File: src/rtl/clusterv_mgmt_regs_pkg.sv
// Shared definitions for the cluster management register block:
// register word offsets, CTRL/STATUS field positions, sequencer states.
package clusterv_mgmt_regs_pkg;

   // Word offsets decoded from t_adr[4:2]
   localparam logic [2:0] REG_CTRL    = 3'd0;
   localparam logic [2:0] REG_STATUS  = 3'd1;
   localparam logic [2:0] REG_DELAY   = 3'd2;
   localparam logic [2:0] REG_RSVD    = 3'd3;
   localparam logic [2:0] REG_RESVEC0 = 3'd4;

   // CTRL / STATUS field positions
   localparam int CTRL_RUN_BIT    = 0;
   localparam int CTRL_MASK_LSB   = 4;
   localparam int STATUS_BUSY_BIT = 8;

   // Release-delay counter width
   localparam int CNT_W = 16;

   typedef enum logic [1:0] {
      SEQ_IDLE    = 2'd0,
      SEQ_WAIT    = 2'd1,
      SEQ_RELEASE = 2'd2,
      SEQ_RUN     = 2'd3
   } seq_state_e;

   // Merge write data into a 32-bit register honouring byte selects
   function automatic logic [31:0] apply_sel(input logic [31:0] cur,
                                             input logic [31:0] wdat,
                                             input logic [3:0]  sel);
      logic [31:0] r;
      r = cur;
      for (int b = 0; b < 4; b++) begin
         if (sel[b]) r[8*b +: 8] = wdat[8*b +: 8];
      end
      return r;
   endfunction

endpackage

File: src/rtl/clusterv_mgmt_regs_if.sv
// Wishbone classic register-port bundle between the management
// interconnect (master) and the register block (slave).
//
// Handshake: a request is pending while t_cyc & t_stb are high; the master
// holds t_adr/t_we/t_sel/t_dat_w stable until it sees t_ack. t_ack is a
// single-cycle pulse, read data on t_dat_r is valid only while t_ack is high,
// and a write takes effect on the same clock edge that raises t_ack.
interface clusterv_mgmt_regs_if #(
   parameter int ADR_WIDTH = 32,
   parameter int DAT_WIDTH = 32
);
   logic [ADR_WIDTH-1:0] t_adr;
   logic [DAT_WIDTH-1:0] t_dat_w;
   logic [DAT_WIDTH-1:0] t_dat_r;
   logic                 t_cyc;
   logic                 t_stb;
   logic                 t_we;
   logic [3:0]           t_sel;
   logic                 t_ack;
   logic                 t_err;

   modport master (
      output t_adr, t_dat_w, t_cyc, t_stb, t_we, t_sel,
      input  t_dat_r, t_ack, t_err
   );

   modport slave (
      input  t_adr, t_dat_w, t_cyc, t_stb, t_we, t_sel,
      output t_dat_r, t_ack, t_err
   );
endinterface

File: src/rtl/clusterv_reset_seq.sv
// Core-reset release sequencer: lets harts out of reset one at a time in
// index order, with a programmable gap between consecutive releases.
module clusterv_reset_seq
   import clusterv_mgmt_regs_pkg::*;
#(
   parameter int N_HARTS = 4
) (
   input  logic               clock,
   input  logic               reset_n,
   input  logic               run,
   input  logic [N_HARTS-1:0] mask,
   input  logic [CNT_W-1:0]   delay,
   output logic [N_HARTS-1:0] core_reset,
   output logic               busy,
   output seq_state_e         state_dbg
);

   localparam int IDX_W = (N_HARTS > 1) ? $clog2(N_HARTS) : 1;
   localparam logic [IDX_W-1:0] LAST_IDX = IDX_W'(N_HARTS - 1);

   seq_state_e         state_q, state_d;
   logic [CNT_W-1:0]   cnt_q, cnt_d;
   logic [IDX_W-1:0]   idx_q, idx_d;
   logic [N_HARTS-1:0] core_reset_d;

   // State, counter, hart index and reset outputs register
   always_ff @(posedge clock) begin
      if (!reset_n) begin
         state_q    <= SEQ_IDLE;
         cnt_q      <= '0;
         idx_q      <= '0;
         core_reset <= '1;
      end else begin
         state_q    <= state_d;
         cnt_q      <= cnt_d;
         idx_q      <= idx_d;
         core_reset <= core_reset_d;
      end
   end

   // Next-state logic. A zero delay skips WAIT entirely so releases land on
   // consecutive edges; otherwise WAIT lasts exactly `delay` cycles and the
   // gap between release edges is delay + 1.
   always_comb begin
      state_d      = state_q;
      cnt_d        = cnt_q;
      idx_d        = idx_q;
      core_reset_d = core_reset;
      if (!run) begin
         state_d      = SEQ_IDLE;
         core_reset_d = '1;
      end else begin
         case (state_q)
            SEQ_IDLE: begin
               core_reset_d = '1;
               idx_d        = '0;
               cnt_d        = delay;
               state_d      = (delay == '0) ? SEQ_RELEASE : SEQ_WAIT;
            end
            SEQ_WAIT: begin
               cnt_d = cnt_q - CNT_W'(1);
               if (cnt_q <= CNT_W'(1)) state_d = SEQ_RELEASE;
            end
            SEQ_RELEASE: begin
               if (mask[idx_q]) core_reset_d[idx_q] = 1'b0;
               if (idx_q == LAST_IDX) begin
                  state_d = SEQ_RUN;
               end else begin
                  idx_d   = idx_q + IDX_W'(1);
                  cnt_d   = delay;
                  state_d = (delay == '0) ? SEQ_RELEASE : SEQ_WAIT;
               end
            end
            default: begin
               state_d = SEQ_RUN;
            end
         endcase
      end
   end

   assign busy      = (state_q == SEQ_WAIT);
   assign state_dbg = state_q;

endmodule

File: src/rtl/clusterv_mgmt_regs.sv
// Management register block: Wishbone decode, CTRL/DELAY/RESVEC storage,
// constant hartid outputs, and the staggered core-reset sequencer.
module clusterv_mgmt_regs
   import clusterv_mgmt_regs_pkg::*;
#(
   parameter int          N_HARTS              = 4,
   parameter logic [31:0] DEFAULT_RESET_VECTOR = 32'h1000_0000,
   parameter logic [15:0] DEFAULT_DELAY        = 16'd16,
   parameter int          ADR_WIDTH            = 32,
   parameter int          DAT_WIDTH            = 32
) (
   input  logic                   clock,
   input  logic                   reset_n,
   clusterv_mgmt_regs_if.slave    wb,
   output logic [N_HARTS*32-1:0]  resvec,
   output logic [N_HARTS*32-1:0]  hartid,
   output logic [N_HARTS-1:0]     core_reset,
   output logic                   busy,
   output seq_state_e             seq_state
);

   // Which RESVEC slots exist for this hart count
   localparam logic [3:0] HART_PRESENT = 4'((5'd1 << N_HARTS) - 5'd1);

   logic                 req, commit, ack_q;
   logic [2:0]           word;
   logic                 resvec_hit;
   logic [DAT_WIDTH-1:0] rdata, dat_r_q;
   logic                 ctrl_run;
   logic [N_HARTS-1:0]   mask_q;
   logic [CNT_W-1:0]     delay_q;
   logic [31:0]          resvec_q [N_HARTS];
   logic                 unused_adr;

   assign req        = wb.t_cyc & wb.t_stb;
   assign commit     = req & ~ack_q;
   assign word       = wb.t_adr[4:2];
   assign resvec_hit = (word >= REG_RESVEC0) & HART_PRESENT[word[1:0]];
   assign unused_adr = ^{wb.t_adr[ADR_WIDTH-1:5], wb.t_adr[1:0]};

   // Read mux; unused bits, reserved words and absent harts read zero
   always_comb begin
      rdata = '0;
      case (word)
         REG_CTRL: begin
            rdata[CTRL_RUN_BIT]               = ctrl_run;
            rdata[CTRL_MASK_LSB +: N_HARTS]   = mask_q;
         end
         REG_STATUS: begin
            rdata[N_HARTS-1:0]     = core_reset;
            rdata[STATUS_BUSY_BIT] = busy;
         end
         REG_DELAY: rdata[CNT_W-1:0] = delay_q;
         default: begin
            if (resvec_hit) rdata = resvec_q[word[1:0]];
         end
      endcase
   end

   // Ack pulse, registered read data and register writes on the ack edge
   always_ff @(posedge clock) begin
      if (!reset_n) begin
         ack_q    <= 1'b0;
         dat_r_q  <= '0;
         ctrl_run <= 1'b0;
         mask_q   <= '0;
         delay_q  <= DEFAULT_DELAY;
         for (int h = 0; h < N_HARTS; h++) resvec_q[h] <= DEFAULT_RESET_VECTOR;
      end else begin
         ack_q   <= commit;
         dat_r_q <= (commit && !wb.t_we) ? rdata : '0;
         if (commit && wb.t_we) begin
            case (word)
               REG_CTRL: begin
                  if (wb.t_sel[0]) begin
                     ctrl_run <= wb.t_dat_w[CTRL_RUN_BIT];
                     mask_q   <= wb.t_dat_w[CTRL_MASK_LSB +: N_HARTS];
                  end
               end
               REG_DELAY: begin
                  if (wb.t_sel[0]) delay_q[7:0]  <= wb.t_dat_w[7:0];
                  if (wb.t_sel[1]) delay_q[15:8] <= wb.t_dat_w[15:8];
               end
               default: begin
                  if (resvec_hit)
                     resvec_q[word[1:0]] <= apply_sel(resvec_q[word[1:0]], wb.t_dat_w, wb.t_sel);
               end
            endcase
         end
      end
   end

   assign wb.t_ack   = ack_q;
   assign wb.t_dat_r = dat_r_q;
   assign wb.t_err   = 1'b0;

   for (genvar h = 0; h < N_HARTS; h++) begin : g_hart
      assign resvec[32*h +: 32] = resvec_q[h];
      assign hartid[32*h +: 32] = 32'(h);
   end

   clusterv_reset_seq #(
      .N_HARTS (N_HARTS)
   ) u_seq (
      .clock      (clock),
      .reset_n    (reset_n),
      .run        (ctrl_run),
      .mask       (mask_q),
      .delay      (delay_q),
      .core_reset (core_reset),
      .busy       (busy),
      .state_dbg  (seq_state)
   );

endmodule
File: src/flat_wrapper.sv
// flat-port wrapper written by rule: the top's interface ports become plain ports
module clusterv_mgmt_regs_flat import clusterv_mgmt_regs_pkg::*;
#(
   parameter int          N_HARTS              = 4,
   parameter logic [31:0] DEFAULT_RESET_VECTOR = 32'h1000_0000,
   parameter logic [15:0] DEFAULT_DELAY        = 16'd16,
   parameter int          ADR_WIDTH            = 32,
   parameter int          DAT_WIDTH            = 32
)
  (clock, reset_n, resvec, hartid, core_reset, busy, seq_state, wb_t_adr, wb_t_dat_w, wb_t_cyc, wb_t_stb, wb_t_we, wb_t_sel, wb_t_dat_r, wb_t_ack, wb_t_err);
  clusterv_mgmt_regs_if #(.ADR_WIDTH(ADR_WIDTH), .DAT_WIDTH(DAT_WIDTH)) wb_i ();
  input  logic clock;
  input  logic reset_n;
  output logic [N_HARTS*32-1:0] resvec;
  output logic [N_HARTS*32-1:0] hartid;
  output logic [N_HARTS-1:0] core_reset;
  output logic busy;
  output seq_state_e seq_state;
  input wire logic [$bits(wb_i.t_adr)-1:0] wb_t_adr;
  input wire logic [$bits(wb_i.t_dat_w)-1:0] wb_t_dat_w;
  input wire logic [$bits(wb_i.t_cyc)-1:0] wb_t_cyc;
  input wire logic [$bits(wb_i.t_stb)-1:0] wb_t_stb;
  input wire logic [$bits(wb_i.t_we)-1:0] wb_t_we;
  input wire logic [$bits(wb_i.t_sel)-1:0] wb_t_sel;
  output wire logic [$bits(wb_i.t_dat_r)-1:0] wb_t_dat_r;
  output wire logic [$bits(wb_i.t_ack)-1:0] wb_t_ack;
  output wire logic [$bits(wb_i.t_err)-1:0] wb_t_err;
  assign wb_i.t_adr = wb_t_adr;
  assign wb_i.t_dat_w = wb_t_dat_w;
  assign wb_i.t_cyc = wb_t_cyc;
  assign wb_i.t_stb = wb_t_stb;
  assign wb_i.t_we = wb_t_we;
  assign wb_i.t_sel = wb_t_sel;
  assign wb_t_dat_r = wb_i.t_dat_r;
  assign wb_t_ack = wb_i.t_ack;
  assign wb_t_err = wb_i.t_err;
  clusterv_mgmt_regs #(.N_HARTS(N_HARTS), .DEFAULT_RESET_VECTOR(DEFAULT_RESET_VECTOR), .DEFAULT_DELAY(DEFAULT_DELAY), .ADR_WIDTH(ADR_WIDTH), .DAT_WIDTH(DAT_WIDTH)) u_core (.clock(clock), .reset_n(reset_n), .wb(wb_i), .resvec(resvec), .hartid(hartid), .core_reset(core_reset), .busy(busy), .seq_state(seq_state));
endmodule
File: config.mk
export PLATFORM = sky130hd
export DESIGN_NAME = clusterv_mgmt_regs_flat
export DESIGN_NICKNAME = d
export VERILOG_FILES = /design/src/rtl/clusterv_mgmt_regs_pkg.sv /design/src/rtl/clusterv_mgmt_regs_if.sv /design/src/rtl/clusterv_reset_seq.sv /design/src/rtl/clusterv_mgmt_regs.sv /design/src/flat_wrapper.sv
export SDC_FILE = /design/constraint.sdc
export NUM_CORES = 1
export LEC_CHECK = 0
export CORE_MARGIN = 2
export CORE_UTILIZATION = 40
export DETAILED_ROUTE_END_ITERATION = 8
export HOLD_SLACK_MARGIN = 0.1
export PLACE_DENSITY = 0.73
export SYNTH_ARGS = -nofsm -noshare
export SYNTH_HDL_FRONTEND = slang
export SYNTH_HIERARCHICAL = 1
export SYNTH_SLANG_ARGS = --single-unit
File: constraint.sdc
create_clock -name clock -period 9.08 [get_ports clock]
set_clock_uncertainty 0.05 [all_clocks]
set_input_delay 0.908 -clock clock [delete_from_list [all_inputs] [get_ports clock]]
set_output_delay 0.908 -clock clock [all_outputs]
set_load 0.02 [all_outputs]
==> results list <==
- Total power after layout: 2.215 mW
- Growth of design area from synthesis to finish: 23.23%
* Type of destination of the critical path: primary output
* Standard cell with the maximum stage delay on the critical path: sky130_fd_sc_hd__dfxtp_1
- The synthesized design contains 206 register bits.
- The average instance in the mapped netlist occupies 10.47 um^2.
- Measured along the y axis, the die boundary spans 168.4 um.
- Wire length of the first global-routing pass: 46.99 mm
- The final-report hold violation count was 0.
* Distinct cell type count after synthesis: 67
- Max transition margin: 27.40%
- In this run the core area contains 60 standard-cell rows.
* CTS buffer count: 23
* Clock insertion delay at the later pin of the skew report: 0.51 ns
* Combinational Power Share: 13.2%
* Layout cell share with drive strength beyond 1: 12.07%
* Worst hold path type: reg2reg
- Final critical-path required period: 3.891 ns
* CP startpoint kind: flop
- Async set or reset register ratio after synthesis: 0%
* Cell Chain, Critical Path: nand2b_1, inv_2, clkdlybuf4s50_1
* Measured slew at the worst slew-check pin: 1.085 ns
* Highest net fanout along the worst path: 22
- Seq/Total Area, Yosys: 50.03%
- Number of cells upsized or downsized after cts: 0
- Count of TritonRoute iterations in the first routing pass: 8
* Final cell count without fillers: 1567
* GR Util All Layers: 21.27%
* Drc violations: 0
- Leakage: 4.965 nW
- The congestion estimate from routability-driven global placement came to 0.8808.
* Dpl cells: 1525
* H-tree lvl count: 1
- The detailed router finished its first iteration with 782 violations.
- Worst setup path category: reg2out
* Number of placed I/O pins: 370
- The number of antenna diodes in the final layout is 0.
- Net switching fraction of the power: 26.03%
- Among all flip-flop cells after synthesis, the most frequent one is sky130_fd_sc_hd__edfxtp_1.
- Share of the clock period used by the worst path: 42.85%
* Netlist area before placement: 10800 um^2
* Post-Route Setup TNS: 0 ns
- In this run the clock root is driven by a sky130_fd_sc_hd__clkbuf_16.
* Stage delay of the slowest cell on the critical path: 0.84 ns
- The total count of max-transition violations in the final report was 0.
* Quantity of I/O buffers inserted on ports: 211
- Core area: 26730 um^2
- Via density per instance: 5.467
- Data on the critical path is required at its endpoint by 8.12 ns.
- Dividing total power by cell area gives a power density of 166.4 nW/um^2.
* Maximum vdd drop: 0.0001436 V
* MaxCap Viol Count: 0
* Post-CTS Hold Buffers: 0
- Once detailed placement completed, the half-perimeter wirelength came to 21.62 mm.
- The floorplan step defined a die boundary enclosing 28340 um^2.
- For this design, the sink count on the clock tree is 206.
- Setup violations remaining at the end of the flow were counted as 0.
- After clock tree synthesis, the clock-pin slew on the worst setup and hold paths is 0.06 ns.
* Instance count of the mapped netlist: 1032
- Summed over all nets, the switching power comes to 0.5765 mW.
- Number of global-route vias before repair: 8132
- Sequential cell fraction of total power: 46.6%
- Entering global routing, the biggest net connects 50 pins.
* Gr ovfl total: 0
- Based on the critical path, the design can be clocked at up to 257.0 MHz.
- Post-CTS timing repair inserted 0 buffers for setup.
- Yosys mapped a number of flops with a built-in enable equal to 128.
- Once detail routing completed, the nets flagged for antenna violations numbered 0.
- Total vias in the final route: 8567
- Number of buffers between clock root and the deepest sink: 3
* Number of antenna violations at the first check in global routing: 0
- After detailed routing, the total wire length is 31.69 mm.
- Clock tree from TritonCTS: yes
- The die is 168.4 um wide.
* Total number of yosys warnings: 6
* Share of power burned in the clock network: 40.2%
* Cell-internal power: 1.638 mW
- Count of nets after finishing: 1288
- Run status: completed
- RSZ-0062 raised after global routing: false
- Arrival @ worst endpoint: 2.93 ns
- For this configuration, the core starts out at a cell density of 40.43%.
* Average wire per standard cell: 20.23 um
- Core Util, Final: 49.82%
==> layout by cell type, fill, tap and decap left out, drive strengths merged, types with 3 or more instances in the layout <==
cell type	count
a211oi	7
a21boi	15
a21oi	27
a221oi	15
a31oi	3
a32oi	4
and2	3
and4b	4
buf	15
clkbuf	35
clkdlybuf4s50	209
clkinv	4
conb	129
dfxtp	78
edfxtp	128
ha	6
inv	10
mux2	67
mux2i	12
nand2	34
nand2b	36
nand3	24
nand3b	5
nand4	7
nand4b	3
nor2	128
nor3	84
nor4	22
o21ai	35
o221a	6
o221ai	8
o22a	3
o22ai	4
o31ai	23
or2	4
==> cell usage after synthesis, types with 4 or more instances <==
| library cell | n | share of area [%] |
|---|---|---|
| sky130_fd_sc_hd__clkbuf_1 | 30 | 1.0 |
| sky130_fd_sc_hd__nand4_1 | 7 | 0.41 |
| sky130_fd_sc_hd__o221ai_1 | 8 | 0.65 |
| sky130_fd_sc_hd__nand3_1 | 23 | 1.1 |
| sky130_fd_sc_hd__mux2_2 | 67 | 7.0 |
| sky130_fd_sc_hd__and4b_1 | 4 | 0.37 |
| sky130_fd_sc_hd__nor4_1 | 21 | 1.2 |
| sky130_fd_sc_hd__nor2_1 | 128 | 4.4 |
| sky130_fd_sc_hd__o31ai_1 | 23 | 1.6 |
| sky130_fd_sc_hd__mux2i_1 | 12 | 1.1 |
| sky130_fd_sc_hd__nand3b_1 | 5 | 0.35 |
| sky130_fd_sc_hd__a221oi_1 | 15 | 1.2 |
| sky130_fd_sc_hd__o22ai_1 | 4 | 0.23 |
| sky130_fd_sc_hd__buf_6 | 7 | 0.73 |
| sky130_fd_sc_hd__nand2b_1 | 35 | 2.0 |
| sky130_fd_sc_hd__buf_4 | 132 | 9.2 |
| sky130_fd_sc_hd__o21ai_0 | 34 | 1.6 |
| sky130_fd_sc_hd__a32oi_1 | 4 | 0.32 |
| sky130_fd_sc_hd__nand2_1 | 34 | 1.2 |
| sky130_fd_sc_hd__dfxtp_1 | 78 | 14 |
| sky130_fd_sc_hd__o221a_2 | 6 | 0.63 |
| sky130_fd_sc_hd__a21boi_0 | 15 | 1.0 |
| sky130_fd_sc_hd__a21oi_1 | 27 | 1.3 |
| sky130_fd_sc_hd__edfxtp_1 | 128 | 36 |
| sky130_fd_sc_hd__or2_2 | 4 | 0.23 |
| sky130_fd_sc_hd__inv_1 | 8 | 0.28 |
| sky130_fd_sc_hd__a211oi_2 | 5 | 0.58 |
| sky130_fd_sc_hd__nor3_1 | 80 | 3.7 |
| sky130_fd_sc_hd__ha_1 | 6 | 0.69 |
| sky130_fd_sc_hd__buf_2 | 28 | 1.3 |
==> worst max-delay path: cells and delay by family (launching register included) <==
kind                   cells  cell delay, ns
buffers and inverters      2            1.10
flip-flops                 1            0.84
AND/OR/NAND/NOR            1            0.46
==> power by group through the flow <==
stage	sequential [mW]	combinational [mW]	clock, mW
floorplan	1.08	0.198	0
global placement	1.05	0.289	0
detailed placement	1.05	0.290	0
CTS	1.03	0.291	0.906
global route	1.04	0.310	0.945
finish	1.03	0.293	0.889
==> sequential cells by signal (all words and copies together) (netlist names) <==
signal and flops:
u_core/u_seq/core_reset 4, u_core/wb.t_ack 1, u_core/u_seq/idx_q 2, u_core/ctrl_run 1, u_core/wb.t_dat_r 32, u_core/mask_q 4
u_core/resvec_q 128, u_core/delay_q 16, u_core/u_seq/cnt_q 16, u_core/u_seq/state_dbg 2
==> worst paths after layout <==
kind                             to                 startpoint  slack [ns]  cells after the start
max                            busy  u_core/u_seq/state_dbg[0]        5.19                      3
min                u_core/mask_q[0]           u_core/mask_q[0]        0.43                      2
max reg2reg  u_core/resvec_q[1][13]            u_core/wb.t_ack        6.39                      5
min reg2reg        u_core/mask_q[0]           u_core/mask_q[0]        0.43                      2
==> logic make-up (layout without fill, tap and decap cells) <==
kind of cell | after synthesis | in the layout | synth area share [%]
DFF | 206 | 206 | 50.03
and+or+nand+nor | 366 | 366 | 17.26
other | 2 | 129 | 0.06951
muxes | 81 | 81 | 8.512
xor gates and xnor gates | 2 | 2 | 0.1622
buffers and inverters | 208 | 275 | 12.63
adders and majority gates | 6 | 6 | 0.6948
AOI/OAI and AO/OA | 161 | 161 | 10.64
==> area by class of cell <==
cell class / instances / area, um^2
Fill cell: 2392 / 13410
Sequential cell: 206 / 5405
Multi-Input combinational cell: 745 / 4533
Timing Repair Buffer: 224 / 2200
Clock buffer: 35 / 650.6
Tap cell: 341 / 426.7
Clock inverter: 7 / 65.06
Inverter: 9 / 33.78
==> layer usage <==
metal  GRT usage, %  wire [um]
met1          27.59      12700
met5              0          0
met2          35.50      15040
met3          3.526       2757
met4          8.621       1195
==> per-stage QoR <==
stage | setup slack, ns | cell area (um^2) | hold slack, ns
after floorplan | 4.626 | 11280 | 0.3921
final | 5.189 | 13310 | 0.4265
after detailed placement | 5.196 | 12600 | 0.4233
after global placement | 5.199 | 12600 | 0.4109
after CTS | 5.193 | 13310 | 0.4314
after global routing | 5.011 | 13310 | 0.4515
Power figures use the tool's default switching activity.
